[src/rtl/ts_pkg.sv]
// Shared constants, register offsets, channel state encoding and TS byte builder
// for the TS stream generator.
package ts_pkg;

  localparam logic [7:0] SYNC_BYTE = 8'h47;

  localparam logic [7:0] REG_CTRL        = 8'h00;
  localparam logic [3:0] REG_PID         = 4'h0;
  localparam logic [3:0] REG_LOSS_PERIOD = 4'h4;
  localparam logic [3:0] REG_GAP         = 4'h8;
  localparam logic [3:0] REG_PKT_COUNT   = 4'hC;
  localparam int unsigned CH_STRIDE      = 16;

  localparam int unsigned PID_W  = 13;
  localparam int unsigned GAP_W  = 8;
  localparam int unsigned LOSS_W = 16;
  localparam int unsigned CNT_W  = 32;
  localparam int unsigned CC_W   = 4;

  typedef enum logic [1:0] {
    ST_IDLE = 2'd0,
    ST_PKT  = 2'd1,
    ST_GAP  = 2'd2
  } ch_state_e;

  // Byte at position idx of a packet carrying the given PID and continuity counter.
  function automatic logic [7:0] ts_byte(input logic [7:0] idx,
                                         input logic [PID_W-1:0] pid,
                                         input logic [CC_W-1:0] cc);
    case (idx)
      8'd0:    return SYNC_BYTE;
      8'd1:    return {3'b000, pid[12:8]};
      8'd2:    return pid[7:0];
      8'd3:    return {4'b0001, cc};
      default: return idx;
    endcase
  endfunction

endpackage

[src/rtl/ts_gen_channel.sv]
// One TS output channel: packet/gap sequencing, continuity counter, emitted-packet count.
// Loss injection (slot counter + drop) is built only with TS_GEN_LOSS_INJECT_EN defined.
module ts_gen_channel
  import ts_pkg::*;
#(
  parameter int unsigned PKT_LEN = 188
) (
  input  logic              clk,
  input  logic              reset_n,
  input  logic              run,
  input  logic [PID_W-1:0]  pid,
  input  logic [GAP_W-1:0]  gap,
`ifdef TS_GEN_LOSS_INJECT_EN
  input  logic [LOSS_W-1:0] loss_period,
`endif
  output logic [7:0]        byte_data,
  output logic              byte_valid,
  output logic              sop,
  output logic [CNT_W-1:0]  pkt_count
);

  localparam logic [7:0] LAST_IDX = 8'(PKT_LEN - 1);

  ch_state_e          state;
  logic [7:0]         idx;
  logic [GAP_W-1:0]   gap_cnt;
  logic [GAP_W-1:0]   gap_l;
  logic [CC_W-1:0]    cc;
  logic [PID_W-1:0]   pid_l;
  logic               drop_l;
`ifdef TS_GEN_LOSS_INJECT_EN
  logic [LOSS_W-1:0]  slot_cnt;
`endif

  logic               slot_start;
  logic               drop_now;
  logic               cur_drop;
  logic               last;
  logic [7:0]         emit_idx;
  logic [PID_W-1:0]   emit_pid;

  // A slot starts on the edge that emits byte 0; its config is sampled live on that edge.
  always_comb begin
    slot_start = run && ((state == ST_IDLE) || ((state == ST_PKT) && (idx == 8'd0)));
    emit_idx   = slot_start ? 8'd0 : idx;
    emit_pid   = slot_start ? pid : pid_l;
`ifdef TS_GEN_LOSS_INJECT_EN
    drop_now   = (loss_period != '0) && (slot_cnt == loss_period - LOSS_W'(1));
`else
    drop_now   = 1'b0;
`endif
    cur_drop   = slot_start ? drop_now : drop_l;
    last       = (emit_idx == LAST_IDX);
  end

  always_ff @(posedge clk or negedge reset_n) begin
    if (!reset_n) begin
      state      <= ST_IDLE;
      idx        <= '0;
      gap_cnt    <= '0;
      gap_l      <= '0;
      cc         <= '0;
      pid_l      <= '0;
      drop_l     <= 1'b0;
      pkt_count  <= '0;
      byte_data  <= '0;
      byte_valid <= 1'b0;
      sop        <= 1'b0;
`ifdef TS_GEN_LOSS_INJECT_EN
      slot_cnt   <= '0;
`endif
    end else begin
      byte_data  <= 8'h00;
      byte_valid <= 1'b0;
      sop        <= 1'b0;
      case (state)
        ST_GAP: begin
          if (!run) begin
            state <= ST_IDLE;
          end else if (gap_cnt <= GAP_W'(1)) begin
            state <= ST_PKT;
            idx   <= '0;
          end else begin
            gap_cnt <= gap_cnt - GAP_W'(1);
          end
        end
        default: begin
          if (slot_start || ((state == ST_PKT) && (idx != 8'd0))) begin
            state <= ST_PKT;
            if (slot_start) begin
              pid_l  <= pid;
              gap_l  <= gap;
              drop_l <= drop_now;
            end
            byte_valid <= !cur_drop;
            sop        <= slot_start && !cur_drop;
            byte_data  <= cur_drop ? 8'h00 : ts_byte(emit_idx, emit_pid, cc);
            if (last) begin
              idx <= '0;
              cc  <= cc + CC_W'(1);
              if (!cur_drop) pkt_count <= pkt_count + CNT_W'(1);
`ifdef TS_GEN_LOSS_INJECT_EN
              if ((loss_period == '0) || (slot_cnt >= loss_period - LOSS_W'(1)))
                slot_cnt <= '0;
              else
                slot_cnt <= slot_cnt + LOSS_W'(1);
`endif
              if (!run) begin
                state <= ST_IDLE;
              end else if (gap_l != '0) begin
                state   <= ST_GAP;
                gap_cnt <= gap_l;
              end
            end else begin
              idx <= emit_idx + 8'd1;
            end
          end else begin
            state <= ST_IDLE;
            idx   <= '0;
          end
        end
      endcase
    end
  end

endmodule

[src/rtl/ts_stream_gen.sv]
// Multi-channel TS test-stream generator with memory-mapped control registers.
// LOSS_PERIOD registers exist only with TS_GEN_LOSS_INJECT_EN defined; otherwise they read 0.
module ts_stream_gen
  import ts_pkg::*;
#(
  parameter int unsigned NUM_CH  = 4,
  parameter int unsigned PKT_LEN = 188
) (
  input  logic                  clk,
  input  logic                  reset_n,
  input  logic [7:0]            mm_addr,
  input  logic [31:0]           mm_wdata,
  input  logic                  mm_write_en,
  input  logic                  mm_read_en,
  output logic [31:0]           mm_rdata,
  output logic [NUM_CH*8-1:0]   byte_data,
  output logic [NUM_CH-1:0]     byte_valid,
  output logic [NUM_CH-1:0]     sop
);

  logic                 run;
  logic [PID_W-1:0]     pid_r  [NUM_CH];
  logic [GAP_W-1:0]     gap_r  [NUM_CH];
`ifdef TS_GEN_LOSS_INJECT_EN
  logic [LOSS_W-1:0]    loss_r [NUM_CH];
`endif
  logic [CNT_W-1:0]     cnt_w  [NUM_CH];
  logic [31:0]          rd_val;
  logic                 unused_wdata;

  assign unused_wdata = ^mm_wdata;

  function automatic logic ch_hit(input logic [7:0] addr, input int unsigned c);
    return {addr[7:4], 4'h0} == 8'(CH_STRIDE * (c + 1));
  endfunction

  // Register writes; read-only and unmapped addresses fall through untouched.
  always_ff @(posedge clk or negedge reset_n) begin
    if (!reset_n) begin
      run <= 1'b0;
      for (int unsigned c = 0; c < NUM_CH; c++) begin
        pid_r[c]  <= '0;
        gap_r[c]  <= '0;
`ifdef TS_GEN_LOSS_INJECT_EN
        loss_r[c] <= '0;
`endif
      end
    end else if (mm_write_en) begin
      if (mm_addr == REG_CTRL) run <= mm_wdata[0];
      for (int unsigned c = 0; c < NUM_CH; c++) begin
        if (ch_hit(mm_addr, c)) begin
          case (mm_addr[3:0])
            REG_PID:         pid_r[c]  <= mm_wdata[PID_W-1:0];
            REG_GAP:         gap_r[c]  <= mm_wdata[GAP_W-1:0];
`ifdef TS_GEN_LOSS_INJECT_EN
            REG_LOSS_PERIOD: loss_r[c] <= mm_wdata[LOSS_W-1:0];
`endif
            default: ;
          endcase
        end
      end
    end
  end

  // Read mux sees pre-write register values, so a same-cycle write returns old data.
  always_comb begin
    rd_val = '0;
    if (mm_addr == REG_CTRL) rd_val = {31'd0, run};
    for (int unsigned c = 0; c < NUM_CH; c++) begin
      if (ch_hit(mm_addr, c)) begin
        case (mm_addr[3:0])
          REG_PID:         rd_val = 32'(pid_r[c]);
          REG_GAP:         rd_val = 32'(gap_r[c]);
`ifdef TS_GEN_LOSS_INJECT_EN
          REG_LOSS_PERIOD: rd_val = 32'(loss_r[c]);
`endif
          REG_PKT_COUNT:   rd_val = cnt_w[c];
          default: ;
        endcase
      end
    end
  end

  always_ff @(posedge clk or negedge reset_n) begin
    if (!reset_n) mm_rdata <= '0;
    else          mm_rdata <= mm_read_en ? rd_val : '0;
  end

  for (genvar c = 0; c < NUM_CH; c++) begin : g_ch
    ts_gen_channel #(.PKT_LEN(PKT_LEN)) u_ch (
      .clk        (clk),
      .reset_n    (reset_n),
      .run        (run),
      .pid        (pid_r[c]),
      .gap        (gap_r[c]),
`ifdef TS_GEN_LOSS_INJECT_EN
      .loss_period(loss_r[c]),
`endif
      .byte_data  (byte_data[8*c +: 8]),
      .byte_valid (byte_valid[c]),
      .sop        (sop[c]),
      .pkt_count  (cnt_w[c])
    );
  end

endmodule

[config.mk]
export PLATFORM = sky130hd
export DESIGN_NAME = ts_stream_gen
export DESIGN_NICKNAME = d
export VERILOG_FILES = /design/src/rtl/ts_pkg.sv /design/src/rtl/ts_gen_channel.sv /design/src/rtl/ts_stream_gen.sv
export SDC_FILE = /design/constraint.sdc
export NUM_CORES = 1
export LEC_CHECK = 0
export ABC_AREA = 1
export CORE_ASPECT_RATIO = 0.7
export CORE_MARGIN = 3
export CORE_UTILIZATION = 55
export DETAILED_ROUTE_END_ITERATION = 8
export PLACE_DENSITY = 0.73
export SLEW_MARGIN = 15
export SYNTH_ARGS = -nofsm -noshare
export SYNTH_HDL_FRONTEND = slang
export SYNTH_HIERARCHICAL = 1
export SYNTH_SLANG_ARGS = --single-unit
[constraint.sdc]
create_clock -name clk -period 2 [get_ports clk]
set_input_delay 0.4 -clock clk [delete_from_list [all_inputs] [get_ports clk]]
set_output_delay 0.4 -clock clk [all_outputs]
set_load 0.1 [all_outputs]
==> results.ini, run 1 <==
[sta]
clock_skew_ns = 0.02382
finalHoldViolations = 0
fin_crit_ns = 2.074
rsz0062_at_grt = yes
maxSlewHeadroom_pct = 59.94
drv_slew = 0
setup_viol_count_final = 48
tightest_slew_ns = 0.5953
fmax_ghz = 0.4822
fin_crit_sh_pct = 103.7
worst_slack_ns = -0.07369

[setup_path]
arrival_ns = 2.57
rrSetupSlack_ns = -0.07
slowest_stage = dfrtp_1
critPathKind = flip-flop to flip-flop
r2r-end = g_ch[0].u_ch/pkt_count[25]
r2r_start = run
endpoint_kind = flip-flop
cpPeakStageDelay_ns = 0.44
ff2ff_path_depth = 11
worst_setup_path_start_kind = flip-flop
cp_max_fo = 6
crit_chain = buf_12 -> clkinv_8 -> buf_4 -> a21oi_4 -> buf_6 -> nand2_4 -> nor3_4 -> buf_6 -> clkbuf_16 -> nand2_4 -> o21ai_2
worstPathRequired_ns = 2.49

[status]
status = complete, but fails checks
violations = setup timing

[placed_design]
place_inst = 4012
place.port_buffers = 96
hpwl_mm = 55.31
post_dp_cell_area_mm2 = 0.02809
dp_worst_setup_slack_ns = -0.2068
gp_congestion = 0.9931

[finish]
final_common_cell = nand2_1
final_cells = 4157
fillers = 3188
syn2layout_area_growth_pct = 29.44
finalInstanceArea_mm2 = 0.03171
antenna_cells = 0
num-nets-final = 3588
drive_gt1_share_pct = 24.98
final_cell_mix = nand2_1 (914), dfrtp_1 (450), buf_4 (335)

[logic_synthesis]
yosysSeqAreaShare_pct = 47.09
synthArstFlopShare_pct = 100.0
synth-warning-count = 6
synthesis.nets = 3185
netlist_area_mm2 = 0.02450
synth_edf_count = 0
ys_ff_latch = 461
synth.distinct_cells = 46
synth_cells = 3125
syn_area_per_cell_um2 = 7.839
ys.flop_type = dfrtp_1

[routing]
drtPass1Iterations = 6
ant_nets = 0
wirelength_mm = 78.53
wl_per_cell_um = 18.89
drt_iter0_markers = 2842
vias = 23580
vias_per_cell = 5.673
drc_errors = 0

[cts]
numCtsBuffers = 45
cts-root-buf = clkbuf_16
cts_tree = built
clock_latency_ns = 0.57
h-tree-depth = 2
path_clk_slew_ns = 0.06
clockBufferDepth = 3
clock-sinks = 461

[floorplan]
num_rows = 64
chipHeight_um = 182.6
start_util_pct = 55.92
die_w_um = 258.2
coreArea_mm2 = 0.04380
io_pins = 116
die_area_mm2 = 0.04715

[grt]
grt_antenna_before_repair = 0
grt_use_total_pct = 31.49
grt_pass1_vias = 21610
gr-total-overflow = 0
grt_max_degree = 83
grt_pass1_wl_mm = 118.1

[power_and_ir_drop]
power.leakage_nw = 15.29
powerDensity_mw_per_mm2 = 653.0
intPower_mw = 15.63
switchingPower_mw = 5.073
p_clk_share_pct = 44.6
swShare_pct = 24.50
pwr-share-seq_pct = 47.3
ir_worst_vdd_v = 0.0005250
p_comb_share_pct = 8.2

[job]
max_cap_violations = 0

[hold_path]
hold_class = input port to asynchronous set/reset pin

logic make-up after synthesis:
kind of cell               share of synthesized area [%]
and+or+nand+nor                                    30.96
DFF                                                47.09
AOI/OAI and AO/OA                                  10.07
buffers and inverters                              6.947
xor gates and xnor gates                           4.112
adders and majority gates                         0.8172
cell type report:
type	instances	area, um^2	share of cell area [%]
flip-flops and latches	461	11550	36.43
clock inverters	20	281.5	0.8879
multi-input cells	2275	12440	39.23
well taps	594	743.2	2.344
inverters	299	1181	3.725
repair inverters	2	13.76	0.04341
repair buffers	444	4187	13.20
clock buffers	62	1313	4.140
what timing repair did:
item / CTS / global route
hold buffers: 1 / 0
gates resized for setup: 39 / 341
buffers inserted: 10 / 32
gates cloned: 3 / 20
endpoints found under the hold margin: 19 / 0
pin swaps: 13 / 83
setup endpoints to repair: 162 / 200
per-layer routing:
layer	wire (um)	track usage, %	up-vias	share of wire (%)
met5	0	0	-	0
met4	1887	7.614	0	2.4
met3	7605	6.367	146	9.7
met2	33930	45.44	1144	43
met1	35100	48.61	11320	45
li1	-	-	10970	-
per-stage QoR:
| stage | hold WS, ns | setup TNS (ns) | total power [mW] | util, % |
|---|---|---|---|---|
| after floorplan | 0.1044 | 0 | 10.72 | - |
| after global placement | 0.3175 | -18.18 | 11.45 | 64.13 |
| after detailed placement | 0.3253 | -23.51 | 11.50 | 64.13 |
| after CTS | 0.3235 | -0.003134 | 20.67 | 68.38 |
| after global routing | 0.3425 | -8.826 | 21.40 | 72.39 |
| final | 0.3402 | -1.507 | 20.71 | 72.39 |
worst max-delay path: cells and delay by family, from the launching register on:
family / cells / cell delay, ns
AND/OR/NAND/NOR: 3 / 0.40
AO/OA/AOI/OAI: 2 / 0.26
buffers and inverters: 6 / 0.89
flip-flops: 1 / 0.44
synth_stat cells, types with 5 or more instances:
cell | n | area (um^2)
a21oi_1 | 75 | 375.4
a31oi_1 | 19 | 118.9
and2_1 | 7 | 43.79
buf_2 | 46 | 230.2
buf_4 | 21 | 157.7
buf_6 | 11 | 123.9
clkbuf_1 | 18 | 67.56
dfrtp_1 | 461 | 11540
ha_1 | 16 | 200.2
inv_1 | 268 | 1006
inv_2 | 30 | 112.6
nand2_1 | 979 | 3675
nand2_2 | 36 | 225.2
nand2_4 | 11 | 123.9
nand3_1 | 259 | 1296
nand3_2 | 5 | 50.05
nand3b_1 | 8 | 60.06
nand4_1 | 42 | 262.8
nor2_1 | 202 | 758.2
nor2_2 | 49 | 306.5
nor2_4 | 10 | 112.6
nor3_1 | 41 | 205.2
nor3_4 | 6 | 97.59
nor4_1 | 34 | 212.7
o2111ai_1 | 7 | 61.31
o21ai_0 | 203 | 1016
o21ai_1 | 76 | 380.4
o21ai_2 | 25 | 219.0
o22ai_1 | 5 | 31.28
xnor2_1 | 21 | 183.9
xor2_1 | 94 | 823.3
flip-flops by register name (all words and copies together), names as in the netlist:
signal	count
pid_r	52
g_ch.u_ch/pkt_count	128
g_ch.u_ch/gap_l	32
g_ch.u_ch/idx	32
run	1
g_ch.u_ch/gap_cnt	32
g_ch.u_ch/state	8
mm_rdata	32
g_ch.u_ch/drop_l	4
g_ch.u_ch/cc	16
g_ch.u_ch/pid_l	52
gap_r	32
g_ch.u_ch/sop	4
g_ch.u_ch/byte_valid	4
g_ch.u_ch/byte_data	32
power by group through the flow:
stage / combinational, mW / sequential [mW] / clock, mW
2_1_floorplan: 0.621 / 10.1 / 0
3_3_place_gp: 1.52 / 9.94 / 0
3_5_place_dp: 1.55 / 9.95 / 0
4_1_cts: 1.58 / 9.78 / 9.31
5_1_grt: 1.84 / 9.80 / 9.76
6_report: 1.70 / 9.79 / 9.22
worst max-delay path by stage:
stage	startpoint	to	slack, ns
after floorplan	run	g_ch[3].u_ch/pkt_count[13]	0.007
after global placement	mm_addr[6]	mm_rdata[15]	-0.20
after detailed placement	mm_addr[6]	mm_rdata[19]	-0.21
after CTS	run	g_ch[0].u_ch/gap_cnt[3]	-0.003
after global routing	g_ch[0].u_ch/idx[4]	g_ch[0].u_ch/byte_data[6]	-0.16
final	run	g_ch[0].u_ch/pkt_count[25]	-0.07
No activity file was read; power rests on OpenSTA's default activity.
==> run 2, diff against run 1 <==
CORE_UTILIZATION = 50   (was 55)
PLACE_DENSITY = 0.67   (was 0.73)
RECOVER_POWER = 25   (was default)
==> run 2 against run 1 <==
Net effect:
- the flow still finishes with violations (setup timing)
- power rose by 4.6%
- critical path depth did not move
- clock-buffer cell count fell by 1
- via count fell by 0.46%
- cell count rose by 2.5%
- critical path type unchanged
- critical endpoint is now g_ch[2].u_ch/pkt_count[27]
- largest cell class unchanged
==> results.ini, run 2 (synthesized netlist as in run 1, its figures left out) <==
[cts]
h-tree-depth = 2  ; unchanged
numCtsBuffers = 47  ; +4.4%
clockBufferDepth = 3  ; unchanged
cts-root-buf = clkbuf_16
clock_latency_ns = 0.59  ; +0.02 ns
clock-sinks = 461  ; unchanged
cts_tree = built
path_clk_slew_ns = 0.07  ; about the same

[routing]
drt_iter0_markers = 2691  ; -5.3%
drtPass1Iterations = 6  ; unchanged
vias = 23470  ; -0.46%
wl_per_cell_um = 18.80  ; -0.49%
ant_nets = 0  ; unchanged
drc_errors = 0  ; unchanged
vias_per_cell = 5.507  ; -2.9%
wirelength_mm = 80.12  ; +2.0%

[floorplan]
num_rows = 67  ; +4.7%
io_pins = 116  ; unchanged
die_area_mm2 = 0.05173  ; +9.7%
die_w_um = 270.6  ; +4.8%
start_util_pct = 50.91  ; -5.0 points
coreArea_mm2 = 0.04812  ; +9.9%
chipHeight_um = 191.2  ; +4.7%

[setup_path]
cp_max_fo = 6  ; unchanged
critPathBufInv = 2  ; -4
worstPathRequired_ns = 2.50  ; about the same
critPathTopFamily = simple AND/OR/NAND/NOR gates
cpPeakStageDelay_ns = 0.45  ; about the same
crit_chain = nor2_4 -> nand2_2 -> o21ai_4 -> nand2_4 -> inv_4 -> nor2_4 -> nor2_4 -> nand2_8 -> nor2_4 -> buf_4 -> xor2_1
worst_setup_path_start_kind = flip-flop
critPathKind = flip-flop to flip-flop
slowest_stage = dfrtp_2
path_common_cell = nor2_4
endpoint_kind = flip-flop
arrival_ns = 2.62  ; +0.05 ns

[finish]
regMostFlops = g_ch.u_ch/pkt_count
final_cell_mix = nand2_1 (916), dfrtp_1 (454), buf_4 (352)
final_common_cell = nand2_1
finalInstanceArea_mm2 = 0.03260  ; +2.8%
final_util_pct = 67.74  ; -4.6 points
reg_top3 = g_ch.u_ch/pkt_count (128), g_ch.u_ch/pid_l (52), pid_r (52)
num-nets-final = 3630  ; +1.2%
antenna_cells = 0  ; unchanged
syn2layout_area_growth_pct = 33.07
drive_gt1_share_pct = 26.75  ; +1.8 points
largest_reg_flops = 128  ; unchanged

[status]
status = complete, but fails checks
violations = setup timing

[power_and_ir_drop]
powerDensity_mw_per_mm2 = 664.5  ; +1.8%
power.total_mw = 21.66  ; +4.6%
ir_worst_vdd_v = 0.0006699  ; +28%
power.leakage_nw = 15.80  ; +3.3%

[sta]
setup_viol_count_final = 104  ; +120%
fmax_ghz = 0.4718  ; -2.2%
fin_crit_ns = 2.120  ; +0.04583 ns
fin_crit_sh_pct = 106.0  ; +2.3 points
tightest_slew_ns = 1.253  ; +0.6581 ns
worst_slack_ns = -0.1195  ; -0.04583 ns
finalHoldViolations = 0  ; unchanged
holdWs_ns = 0.4090  ; +0.06887 ns
maxSlewHeadroom_pct = 16.44  ; -44 points
rsz0062_at_grt = yes
drv_slew = 0  ; unchanged
clock_skew_ns = 0.01446  ; -0.009359 ns

[grt]
grt_max_degree = 77  ; -7.2%
grt_use_total_pct = 28.96  ; -2.5 points
grt_pass1_vias = 21650  ; +0.17%
grt_pass1_wl_mm = 118.7  ; +0.51%
gr-total-overflow = 0  ; unchanged
grt_antenna_before_repair = 0  ; unchanged

[placed_design]
place.port_buffers = 96  ; unchanged
gp_congestion = 0.9697  ; -2.4%
dp_worst_setup_slack_ns = -0.2146  ; -0.007791 ns
hpwl_mm = 55.67  ; +0.66%
post_dp_cell_area_mm2 = 0.02815  ; +0.22%

[job]
max_cap_violations = 0  ; unchanged

[hold_path]
hold_class = input port to flip-flop

## run 2: cell count changes in the layout (fill, tap and decap cells not counted), moves of 7 or more
cell	previous run	this run
nand2_8	2	9
nand3_2	28	54
nand2_2	83	60
nand3_1	225	204
buf_6	32	57
nand2_4	33	46
buf_4	335	352
a21oi_1	67	60
nor2_2	52	45
nor2_4	44	56
## run 2: layout make-up
type,count,area [um^2]
clock inverters,25,447.9
clock buffers,61,1330
repair buffers,486,4486
fillers,3954,15520
well taps,655,819.5
repair inverters,1,6.256
multi-input cells,2274,12770
flip-flops and latches,461,11540
inverters,299,1197
## run 2: power breakdown
group	internal [mW]	switching, mW	leakage, nW	total, mW
Clock	6.25	3.93	0.868	10.2
Sequential	9.60	0.182	6.36	9.79
Combinational	0.528	1.17	8.57	1.70
Total	16.4	5.28	15.8	21.7
## run 2: worst register-to-register path: cells and delay by family (launching register included)
family | cells | cell delay (ns)
AO/OA/AOI/OAI | 1 | 0.24
XOR/XNOR | 1 | 0.16
flip-flops | 1 | 0.45
AND/OR/NAND/NOR | 7 | 0.93
buffers and inverters | 2 | 0.25
## run 2: path summary, 6_finish.rpt
check	from	depth (start not counted)	slack, ns	endpoint
setup / recovery	g_ch[2].u_ch/idx[2]	11	-0.12	g_ch[2].u_ch/pkt_count[27]
hold / removal	mm_wdata[1]	3	0.41	gap_r[9]
setup reg to reg	g_ch[2].u_ch/idx[2]	11	-0.12	g_ch[2].u_ch/pkt_count[27]
hold reg to reg	g_ch[0].u_ch/pid_l[5]	2	0.47	g_ch[0].u_ch/pid_l[5]
max in group asynchronous	reset_n	3	0.17	g_ch[1].u_ch/pkt_count[29]
min in group asynchronous	reset_n	2	0.64	g_ch[1].u_ch/cc[3]
## run 2: what timing repair did
action / in CTS / in global routing
endpoints found under the hold margin: 28 / 0
hold buffers: 1 / 0
gates resized for setup: 42 / 446
pin swaps: 17 / 104
gates cloned: 4 / 18
setup buffers: 24 / 50
setup endpoints to repair: 192 / 206
## run 2: through the flow
step,std cells,TNS [ns]
2_1_floorplan,3125,0
3_3_place_gp,4081,-13.04
3_5_place_dp,4081,-20.64
4_1_cts,4196,0
5_1_grt,4262,-21.42
6_report,4262,-4.033
## run 2: layer usage
| metal | part of all wire, % | routed length [um] | track usage [%] | up-vias |
|---|---|---|---|---|
| li1 | - | - | - | 11030 |
| met1 | 46 | 37000 | 43.32 | 11340 |
| met2 | 43 | 34350 | 42.00 | 972 |
| met3 | 8.6 | 6875 | 7.252 | 132 |
| met4 | 2.4 | 1898 | 7.297 | 0 |
| met5 | 0 | 0 | 0 | - |
